### src/rtl/serial_adder.sv
// serial_adder: bit-serial add/subtract of two WIDTH-bit operands, LSB first, one full-adder cell.
// Latency: start accepted at edge E0, result registers load at edge E_WIDTH, done high the cycle after.
// Backpressure: none; start is only honoured in IDLE, requests in SHIFT/DONE are dropped, not queued.
//
// Ports:
//   clk, rst              clock (rising edge) and asynchronous active-high reset
//   start, sub, a, b      request pulse, op select (0 = a+b, 1 = a-b), operands; sampled together in IDLE
//   busy                  high while bits are being processed
//   done                  one-cycle pulse when sum/carry_out/overflow have just been updated
//   sum, carry_out        result and final carry (for subtract, 1 means no borrow)
//   overflow              signed two's-complement overflow of the last operation
module serial_adder #(
   parameter int WIDTH = 8
) (
   input  logic             clk,
   input  logic             rst,
   input  logic             start,
   input  logic             sub,
   input  logic [WIDTH-1:0] a,
   input  logic [WIDTH-1:0] b,
   output logic             busy,
   output logic             done,
   output logic [WIDTH-1:0] sum,
   output logic             carry_out,
   output logic             overflow
);

   localparam int CW = $clog2(WIDTH) + 1;

   typedef enum logic [1:0] {
      IDLE  = 2'd0,
      SHIFT = 2'd1,
      DONE  = 2'd2
   } state_t;

   state_t           state;
   state_t           state_nxt;
   logic [WIDTH-1:0] opa;
   logic [WIDTH-1:0] opb;
   logic [WIDTH-1:0] acc;
   logic [WIDTH-1:0] acc_nxt;
   logic             carry;
   logic [CW-1:0]    cnt;
   logic             s;
   logic             c;
   logic             last;

   // single full-adder cell on the current LSBs
   assign s    = opa[0] ^ opb[0] ^ carry;
   assign c    = (opa[0] & opb[0]) | (opa[0] & carry) | (opb[0] & carry);
   assign last = (cnt == CW'(WIDTH - 1));

   // new sum bit enters at the top; written this way so WIDTH = 1 needs no special case
   always_comb begin
      acc_nxt            = acc >> 1;
      acc_nxt[WIDTH-1]   = s;
   end

   always_ff @(posedge clk or posedge rst) begin
      if (rst) state <= IDLE;
      else     state <= state_nxt;
   end

   always_comb begin
      state_nxt = state;
      case (state)
         IDLE:    if (start) state_nxt = SHIFT;
         SHIFT:   if (last)  state_nxt = DONE;
         DONE:    state_nxt = IDLE;
         default: state_nxt = IDLE;
      endcase
   end

   always_ff @(posedge clk or posedge rst) begin
      if (rst) begin
         opa       <= '0;
         opb       <= '0;
         acc       <= '0;
         carry     <= 1'b0;
         cnt       <= '0;
         sum       <= '0;
         carry_out <= 1'b0;
         overflow  <= 1'b0;
      end else begin
         case (state)
            IDLE: begin
               if (start) begin
                  opa   <= a;
                  // subtract as a + ~b + 1: the +1 rides in on the initial carry
                  opb   <= sub ? ~b : b;
                  carry <= sub;
                  cnt   <= '0;
                  acc   <= '0;
               end
            end
            SHIFT: begin
               acc   <= acc_nxt;
               opa   <= opa >> 1;
               opb   <= opb >> 1;
               carry <= c;
               cnt   <= cnt + 1'b1;
               if (last) begin
                  sum       <= acc_nxt;
                  carry_out <= c;
                  // carry into the MSB differs from carry out of it exactly on signed overflow
                  overflow  <= carry ^ c;
               end
            end
            default: ;
         endcase
      end
   end

   // decoded straight from the state register so both are glitch-free
   assign busy = (state == SHIFT);
   assign done = (state == DONE);

endmodule
### config.mk
export PLATFORM = sky130hd
export DESIGN_NAME = serial_adder
export DESIGN_NICKNAME = d
export VERILOG_FILES = /design/src/rtl/serial_adder.sv
export SDC_FILE = /design/constraint.sdc
export NUM_CORES = 1
export LEC_CHECK = 0
export BUFFER_PORTS_ARGS = -buffer_cell sky130_fd_sc_hd__buf_2
export CAP_MARGIN = 20
export CORE_ASPECT_RATIO = 0.75
export CORE_UTILIZATION = 50
export CTS_BUF_LIST = sky130_fd_sc_hd__clkbuf_8
export DETAILED_ROUTE_END_ITERATION = 16
export PLACE_DENSITY = 0.73
export SLEW_MARGIN = 5
export SYNTH_ARGS = -nofsm -noshare
export SYNTH_HDL_FRONTEND = slang
export SYNTH_SLANG_ARGS = --single-unit
### constraint.sdc
create_clock -name clk -period 2.1 [get_ports clk]
set_input_delay 0.42 -clock clk [delete_from_list [all_inputs] [get_ports clk]]
set_output_delay 0.42 -clock clk [all_outputs]
set_load 0.05 [all_outputs]
=== Yosys cells after proc, flatten, opt, wreduce, memory -nomap -nowiden ===
Index checks and enable logic that the tools add are counted.

* Bits in registers: 41
* Input bits: 20
* Output and inout port bits: 12
* Logic and storage cells: 43

* Add/sub/neg operators: 1
* Equality and inequality tests: 5
* Multiplexer cells: 14
* Bitwise operators: 9
* Reductions and logical operators: 5

{| class="wikitable"
|+ Operator list
! operator !! number
|-
| 8-bit one-hot mux with 2 select lines || 3
|-
| 8-bit two-way mux || 4
|-
| 8-bit inverter || 1
|-
| 4-bit one-hot mux with 2 select lines || 1
|-
| 2-bit AND reduction || 3
|-
| 4-bit by 1-bit adder with 4-bit output (second input constant) || 1
|-
| 4-bit by 3-bit equality test with 1-bit output (second input constant) || 1
|-
| 2-bit two-way mux || 2
|-
| 4-bit two-way mux || 1
|-
| 2-bit one-hot mux with 2 select lines || 1
|-
| 1-bit bitwise AND || 3
|-
| 1-bit XOR || 3
|-
| 2-bit by 1-bit equality test with 1-bit output (second input constant) || 1
|-
| 2-bit equality test (second input constant) || 1
|-
| 2-bit zero test || 1
|-
| 2-bit by 1-bit inequality test with 1-bit output (second input constant) || 1
|-
| 2-bit inequality test (second input constant) || 1
|-
| 1-bit bitwise OR || 2
|-
| 1-bit one-hot mux with 2 select lines || 1
|-
| 2-bit nonzero test || 1
|-
| 1-bit two-way mux || 1
|}

=== Depth between registers and ports, before layout ===
Gate-level depths: netlist of run 1.

* Depth after elaboration: 4
* Depth in mapped cells: 5
* Mapped depth without buffers: 4

=== Worst setup path after synthesis of run 1 ===
No wires, ideal clock.

* Path kind: reg-to-output
* Start point: register state[0]
* End point: output port done
* Arrival time: 1.479 ns
* Data required time: 1.680 ns
* Slack: 0.201 ns
* Stages on the path, launching flop included: 4
* Buffers on the path: 2
* Path through: dfrtp_1 clkbuf_1 buf_2 nor2b_1

* Word-level cells in the longest chain between the ends: 1

{| class="wikitable"
|+ RTL lines
! element !! line !! text
|-
| start: declaration || 36 || <nowiki>state_t state;</nowiki>
|-
| start signal: assignment || 61 || <nowiki>else state <= state_nxt;</nowiki>
|-
| 2-bit equality test || 116 || <nowiki>assign done = (state == DONE);</nowiki>
|-
| end: declaration || 22 || <nowiki>output logic done,</nowiki>
|}

Every way passes these cells.

=== Worst setup path after layout of run 1 ===
* Start point: register state[0]
* End point: output port busy

* Word-level cells in the longest chain between the ends: 1

{| class="wikitable"
|+ RTL lines
! element !! line !! text
|-
| 2-bit by 1-bit equality test with 1-bit output || 115 || <nowiki>assign busy = (state == SHIFT);</nowiki>
|-
| end: declaration || 21 || <nowiki>output logic busy,</nowiki>
|}

Every way passes these cells.

==> key figures, run 1 <==
Outcome
  • Outcome: finished, final reports clean

Yosys
  • Mapped Cells: 143
  • Mapped Nets: 165
  • Syn_area_per_cell: 12.7 um2
  • Synth cell types: 29
  • Ys Warns: 0
  • FF+latch count, synth: 40
  • Adder-Cell Fraction of Synth Area: 0.0179
  • Post-synthesis compound-gate area fraction: 0.152
  • Post-Synthesis Cell Area: 1820 um2
  • Share of synthesized registers carrying an async set or reset: 1.00
  • Largest family of logic cells by synthesized area: compound AO/OA/AOI/OAI gates
  • EDFF count, synth: 0
  • Post-synthesis mux area share: 0.0923
  • Post-Synth Simple-Gate Area: 0.108
  • Ys flop type: dfrtp_1
  • Cell taking the most area after synthesis: dfrtp_1
  • Synth area leaders: dfrtp_1 (55%), mux2_4 (7.4%), a22o_1 (5.3%), and3b_1 (4.8%), xor2_1 (4.3%)
  • Post-synthesis xor/xnor area fraction: 0.0434
  • Post-synth top area share: 0.551
  • Post-synthesis sequential area ratio: 0.551

Clock tree
  • Num CTS Buffers: 5
  • Worst-Skew Late Latency: 0.30 ns
  • Clock buffer depth: 2
  • Postcts setup bufs: 0
  • Clk Tree Root Cell: clkbuf_8
  • CTS sink cnt: 40
  • CTS tree: built
  • # hold bufs at CTS: 0
  • Worst-path clk slew: 0.08 ns
  • Post_cts resized: 0
  • Max H-tree Level: 2

Power and ir drop
  • Net Sw Frac: 0.379
  • Logic gate share of total power: 0.391
  • Design Power: 3050 uW
  • Worst VDD drop: 0.698 mV
  • Clock share of power: 0.199
  • Sequential share of power: 0.410
  • Cell leakage power: 0.00111 uW
  • Internal power: 1890 uW
  • P_sw: 1150 uW
  • Cell Pwr Density: 1430 nW/um2

Timing
  • # setup viols final: 0
  • WHS: 0.234 ns
  • Worst-Margin Slew: 0.605 ns
  • Final Hold Viols: 0
  • Crit path time final: 1.79 ns
  • RSZ-0062 raised after global routing: false
  • Fmax: 558 MHz
  • Setup TNS: 0 ns
  • Relative slew slack: 0.595
  • Count of pins over their slew limit: 0
  • Crit share post-route: 0.854
  • Final Skew: 0.00900 ns

Drt
  • Routed vias: 1195
  • # DRC: 0
  • Final ANT Viol Nets: 0
  • Vias per cell: 5.48
  • Routed len/inst: 15.7 um
  • Final WL: 3430 um
  • Pre-antenna DRT Iters: 4
  • Initial DRC count: 102

Finish
  • Nets: 199
  • Area delta synth->final: 17.2%
  • Commonest non-fill, non-tap cell in the layout: dfrtp_1
  • Final Cell Area: 2130 um2
  • Fill count: 276
  • N_diodes: 0
  • Most frequent cells in the layout: dfrtp_1 (40), buf_2 (31), a22o_1 (11), and3b_1 (10)
  • Layout cells sized above 1: 0.320
  • Post-Route Utilization: 0.630

Floorplan
  • Width of the die: 71.6 um
  • Row count: 18
  • I/O pins: 32
  • Starting density of the core: 0.538
  • Die area: 3880 um2
  • Core Region: 3380 um2
  • Height of the die: 54.2 um

Place
  • Global placer's final weighted congestion: 0.767
  • Buffers on Ports: 31
  • HPWL Detailed: 2360 um
  • Post-DP Area: 2010 um2

Global route
  • Initial antenna violation count: 0
  • First-pass GRT wire length: 5640 um
  • Vias in the first global route: 1159
  • Grt ovf: 0
  • Total track usage: 0.203
  • Largest net degree at the start of global routing: 41

Worst setup path
  • CP endpoint kind: output port
  • Setup CP Type: reg -> out
  • Critical Path RT: 1.68 ns
  • Worst Path Arrival: 1.37 ns
  • Worst-path maximum fanout: 15
  • Startpoint Class: flop

Worst hold path
  • Worst Hold Class: in -> async

Flow run
  • # Max-Cap Violations: 0
-- flip-flops by register name, indices dropped and copies added (netlist names) --
register	count
opb	8
state	2
overflow	1
sum	8
acc	7
cnt	4
carry	1
carry_out	1
opa	8
-- through the flow --
stage,cells,setup WS (ns)
final,218,0.307
after global routing,218,0.250
after CTS,217,0.287
after detailed placement,209,0.189
after global placement,209,0.282
after floorplan,143,0.201
-- critical path: stages, from the launching register on --
cell	delay, ns
dfrtp_1	0.46
and2b_4	0.31
buf_2	0.30
-- cells in the mapped netlist (2+ instances only) --
| master | instances |
|---|---|
| and3b_1 | 10 |
| a221o_1 | 4 |
| nor2b_1 | 2 |
| a21oi_1 | 8 |
| buf_2 | 3 |
| a22oi_1 | 2 |
| a22o_1 | 11 |
| a222oi_1 | 3 |
| nand2b_1 | 2 |
| dfrtp_1 | 40 |
| xor2_1 | 9 |
| nand2_1 | 9 |
| mux2_4 | 9 |
| inv_1 | 5 |
| clkbuf_1 | 5 |
| o21ai_0 | 8 |
-- power groups by stage --
stage,registers (uW),clock network (uW),logic (uW)
2_1_floorplan,1480,0,687
5_1_grt,1290,647,1290
3_5_place_dp,1260,0,1180
6_report,1250,606,1190
4_1_cts,1250,616,1180
3_3_place_gp,1240,0,1140
-- logic make-up (layout without fill, tap and decap cells) --
family,count (synthesis),count (layout)
mux,12,12
simple gates,28,28
fa+ha+maj,2,2
flops,40,40
compound gates,38,38
xor+xnor,9,9
buf+inv,14,49
-- per-layer routing --
layer  global-route usage  vias to the layer above  wire length (um)
met4               0.0784                        0                56
met3               0.0674                        6               138
met5                    0                        -                 0
met1                0.262                      588              1610
met2                0.324                       21              1620
li1                     -                      580                 -
-- cell type report --
type	instances	area (um2)	area share
Timing Repair Buffer	36	196	0.0922
Tap cell	40	50.0	0.0235
Clock inverter	3	38.8	0.0182
Clock buffer	5	68.8	0.0323
Sequential cell	40	1000	0.470
Inverter	5	18.8	0.00881
Multi-Input combinational cell	89	756	0.355
-- final timing paths --
| path | startpoint | endpoint | slack, ns | cells past startpoint |
|---|---|---|---|---|
| min in group clk | a[7] | opa[7] | 0.36 | 2 |
| worst min register to register | opa[5] | opa[5] | 0.49 | 2 |
| max in group asynchronous | rst | opb[5] | 1.53 | 3 |
| worst min-delay path | rst | acc[2] | 0.23 | 3 |
| worst max register to register | state[0] | sum[6] | 0.42 | 4 |
| worst max-delay path | state[0] | busy | 0.31 | 2 |
(Power assumes the default switching activity.)
==> run 2, diff against run 1 <==
Settings changed: CELL_PAD_IN_SITES_DETAIL_PLACEMENT set to 1, CELL_PAD_IN_SITES_GLOBAL_PLACEMENT set to 2, CORE_UTILIZATION 50 to 38, CTS_CLUSTER_SIZE set to 14, PLACE_DENSITY 0.73 to not set, PLACE_DENSITY_LB_ADDON set to 0.1.
Clock period 2.1 ns to 1.7 ns, I/O delays scaled along.
==> key figures, run 2 (same netlist as run 1, synthesis figures left out) <==
Worst setup path
  • Worst-path maximum fanout: 14
  • Worst Path Arrival: 1.29 ns
  • Slowest-stage cell, CP: dfrtp_1
  • Worst path cell trace: and2b_4, buf_6, buf_6
  • Critical path's largest stage delay: 0.38 ns
  • Setup CP Type: reg -> out
  • Critical Path RT: 1.36 ns
  • CP endpoint kind: output port
  • Startpoint Class: flop
  • Most common cell on crit path: buf_6

Power and ir drop
  • Sequential share of power: 0.389
  • Design Power: 3940 uW
  • Internal power: 2480 uW
  • Clock share of power: 0.216
  • Cell Pwr Density: 1780 nW/um2
  • P_sw: 1460 uW
  • Cell leakage power: 0.00114 uW
  • Logic gate share of total power: 0.394
  • Net Sw Frac: 0.370
  • Worst VDD drop: 0.813 mV

Timing
  • Relative slew slack: 0.654
  • # setup viols final: 0
  • Fmax: 613 MHz
  • RSZ-0062 raised after global routing: false
  • Crit path time final: 1.63 ns
  • Final Skew: 0.00545 ns
  • Setup TNS: 0 ns
  • Count of pins over their slew limit: 0
  • Crit share post-route: 0.959
  • Final Hold Viols: 0
  • Worst-Margin Slew: 0.519 ns

Place
  • HPWL Detailed: 2500 um
  • Global placer's final weighted congestion: 0.675
  • Buffers on Ports: 31

Floorplan
  • Width of the die: 81.8 um
  • Die area: 5060 um2
  • Starting density of the core: 0.402
  • Height of the die: 61.9 um
  • Row count: 21
  • Core Region: 4520 um2
  • I/O pins: 32

Global route
  • Vias in the first global route: 1215
  • First-pass GRT wire length: 6310 um
  • Total track usage: 0.173
  • Grt ovf: 0
  • Initial antenna violation count: 0
  • Largest net degree at the start of global routing: 41

Drt
  • Final ANT Viol Nets: 0
  • Routed len/inst: 16.1 um
  • # DRC: 0
  • Routed vias: 1247
  • M1 wire length: 1920 um
  • Max layer used: met4
  • DR WL met3: 131 um
  • Pre-antenna DRT Iters: 6
  • Wire length on met2: 1750 um
  • Final WL: 3820 um
  • Vias per cell: 5.24
  • Initial DRC count: 58

Clock tree
  • Num CTS Buffers: 5
  • Max H-tree Level: 2
  • CTS tree: built
  • Postcts setup bufs: 0
  • Worst-Skew Late Latency: 0.29 ns
  • Clk Tree Root Cell: clkbuf_8
  • # hold bufs at CTS: 0
  • Clock buffer depth: 2
  • Worst-path clk slew: 0.08 ns
  • CTS sink cnt: 40

Finish
  • Area delta synth->final: 21.8%
  • Layout cells sized above 1: 0.343
  • Commonest non-fill, non-tap cell in the layout: dfrtp_1
  • Largest regs: opa x8, opb x8, sum x8
  • Fill count: 504
  • N_diodes: 0
  • Nets: 202
  • Most frequent cells in the layout: dfrtp_1 (40), buf_2 (30), a22o_1 (11), and3b_1 (10)

Flow run
  • # Max-Cap Violations: 0

Worst hold path
  • Worst Hold Class: in -> async

Outcome
  • Outcome: finished, final reports clean
run 2: path summary, 6_finish.rpt:
kind | from | to | slack [ns] | depth (start not counted)
max | state[1] | busy | 0.07 | 3
min in group clk | a[7] | opa[7] | 0.27 | 2
min reg2reg | opa[4] | opa[4] | 0.48 | 2
max reg2reg | cnt[0] | sum[6] | 0.10 | 5
max in group asynchronous | rst | opa[3] | 1.17 | 3
min | rst | cnt[1] | 0.17 | 3
run 2: per-layer routing:
metal | vias up | GRT usage
li1 | 592 | -
met1 | 630 | 0.245
met2 | 23 | 0.248
met3 | 2 | 0.0613
met4 | 0 | 0.0526
met5 | - | 0
run 2: final cells by class:
class                      count  area [um2]  area share
clock inverter                 1        30.0      0.0136
tap                           57        71.3      0.0322
timing repair buffer          39         238       0.107
multi-input combinational     89         758       0.343
inverter                       5        18.8     0.00848
clock buffer                   7        96.3      0.0435
sequential                    40        1000       0.452
run 2: stage by stage:
stage / hold slack (ns) / utilization / instances / setup slack, ns / instance area [um2]
after floorplan: 0.450 / - / 143 / 0.0401 / 1820
after global placement: 0.462 / 0.460 / 230 / 0.177 / 2080
after detailed placement: 0.474 / 0.460 / 230 / 0.100 / 2080
after CTS: 0.179 / 0.489 / 238 / 0.00465 / 2210
after global routing: 0.202 / 0.490 / 238 / 0.00908 / 2210
final: 0.172 / 0.490 / 238 / 0.0697 / 2210
run 2: power by group through the flow:
stage,Combinational [uW],Clock [uW],Sequential (uW)
after floorplan,851,0,1830
after global placement,1500,0,1530
after detailed placement,1540,0,1550
after CTS,1560,876,1540
after global routing,1690,923,1580
final,1550,851,1530
run 2: repair_timing:
action	CTS	global route
gates resized for setup	2	1
hold endpoints to repair	0	0
setup endpoints to repair	1	1
run 2: critical path: cells and delay by family (launching register included):
kind | cells | cell delay (ns)
simple gates | 1 | 0.27
flops | 1 | 0.38
buf+inv | 2 | 0.34
==> run 3, diff against run 2 <==
Settings changed: BUFFER_PORTS_ARGS -buffer_cell sky130_fd_sc_hd__buf_2 to not set, CORE_UTILIZATION 38 to 44, DONT_BUFFER_PORTS set to 1, RECOVER_POWER set to 25.
==> key figures, run 3 (same netlist as run 1, synthesis figures left out) <==
Outcome
  • Outcome: finished, final reports clean

Timing
  • Fmax: 635 MHz
  • Worst-Margin Slew: 0.972 ns
  • Crit path time final: 1.57 ns
  • Relative slew slack: 0.352
  • # setup viols final: 0
  • Final Skew: 0.00954 ns
  • Crit share post-route: 0.926
  • RSZ-0062 raised after global routing: false
  • Count of pins over their slew limit: 0
  • Final Hold Viols: 0
  • Setup TNS: 0 ns

Global route
  • Largest net degree at the start of global routing: 41
  • Total track usage: 0.196
  • Grt peak-use layer: met1
  • GR Layer Usage met1: 0.292
  • Met2 global-route usage: 0.275
  • M3 GR Usage: 0.0535
  • Grt ovf: 0
  • First-pass GRT wire length: 6470 um
  • Vias in the first global route: 1231
  • Initial antenna violation count: 0

Worst setup path
  • CP endpoint kind: flop
  • Worst-path maximum fanout: 11
  • Worst Path Arrival: 1.75 ns
  • Critical Path RT: 1.88 ns
  • R2R setup slack: 0.13 ns
  • Worst r2r src: cnt[1]
  • Setup CP Type: reg -> reg
  • Worst setup path startpoint: cnt[1]
  • Startpoint Class: flop

Finish
  • FF/Latch Area: 1000 um2
  • Layout cells sized above 1: 0.216
  • N_diodes: 0
  • Post-Route Utilization: 0.537
  • Nets: 174
  • Largest regs: opa x8, opb x8, sum x8
  • Multi-input gate area: 758 um2
  • Area delta synth->final: 12.5%
  • Most frequent cells in the layout: dfrtp_1 (40), a22o_1 (11), and3b_1 (10)
  • Fill count: 396
  • Commonest non-fill, non-tap cell in the layout: dfrtp_1

Worst hold path
  • Hold Path Origin: a[7]
  • Worst Hold Class: in -> reg

Power and ir drop
  • Internal power: 2300 uW
  • Logic gate share of total power: 0.295
  • P_sw: 1420 uW
  • Sequential share of power: 0.505
  • Net Sw Frac: 0.382
  • Cell leakage power: 0.00101 uW
  • Design Power: 3720 uW
  • Clock share of power: 0.201
  • Cell Pwr Density: 1820 nW/um2
  • Worst VDD drop: 0.975 mV

Clock tree
  • Postcts setup bufs: 0
  • Post_cts resized: 0
  • Clock buffer depth: 2
  • CTS tree: built
  • # hold bufs at CTS: 0
  • CTS sink cnt: 40
  • Num CTS Buffers: 5
  • Max H-tree Level: 2
  • Worst-Skew Late Latency: 0.29 ns
  • Worst-path clk slew: 0.08 ns
  • Clk Tree Root Cell: clkbuf_8

Drt
  • Final ANT Viol Nets: 0
  • Pre-antenna DRT Iters: 4
  • Final WL: 3670 um
  • # DRC: 0
  • Routed vias: 1159
  • Initial DRC count: 83
  • Vias per cell: 5.65
  • Routed len/inst: 17.9 um

Place
  • Global placer's final weighted congestion: 0.757
  • Buffers on Ports: 0
  • HPWL Detailed: 2420 um

Floorplan
  • Core Region: 3800 um2
  • Starting density of the core: 0.478
  • Row count: 19
  • Die area: 4390 um2
  • I/O pins: 32
  • Width of the die: 76.2 um
  • Height of the die: 57.7 um

Flow run
  • # Max-Cap Violations: 0
run 3: changes by cell type in the layout (fill, tap and decap cells not counted):
cell	previous run	this run
inv_1	5	6
buf_6	2	0
buf_4	6	9
clkbuf_2	0	1
clkinv_2	0	1
buf_2	30	0
clkbuf_8	7	5
run 3: final timing paths:
| check | to | cells past startpoint |
|---|---|---|
| max | sum[6] | 5 |
| min | opa[7] | 1 |
| max reg2reg | sum[6] | 5 |
| min reg2reg | opa[3] | 2 |
| max in group asynchronous | opa[2] | 2 |
| min in group asynchronous | opb[5] | 2 |
run 3: metrics by stage:
stage	hold WS [ns]	cells	worst slack, ns	instance area, um2
4_1_cts	0.0766	205	0.129	2050
2_1_floorplan	0.450	143	0.0401	1820
5_1_grt	0.173	205	0.0367	2040
3_5_place_dp	0.392	197	0.151	1940
6_report	0.180	205	0.125	2040
3_3_place_gp	0.377	197	0.210	1940
run 3: routing by layer:
metal	share of wire	vias up
met5	0	-
met4	0.014	0
met3	0.040	8
met2	0.43	23
met1	0.51	596
li1	-	532
run 3: power by group through the flow:
stage / logic [uW] / clock network, uW / registers, uW
after floorplan: 851 / 0 / 1830
after global placement: 1050 / 0 / 1880
after CTS: 1110 / 768 / 1880
final: 1100 / 747 / 1880
after global routing: 1210 / 831 / 1930
after detailed placement: 1090 / 0 / 1890
run 3: layout make-up:
type	instances	area share
sequential	40	0.490
tap	52	0.0318
multi-input combinational	89	0.371
timing repair buffer	11	0.0453
inverter	5	0.00919
clock buffer	5	0.0337
clock inverter	3	0.0190
run 3: worst max-delay path, cell delays in order (launching register included):
cell and delay [ns]:
dfrtp_1 0.38, ha_1 0.21, nand2_1 0.11, nor3b_4 0.25, buf_12 0.18, mux2_1 0.33
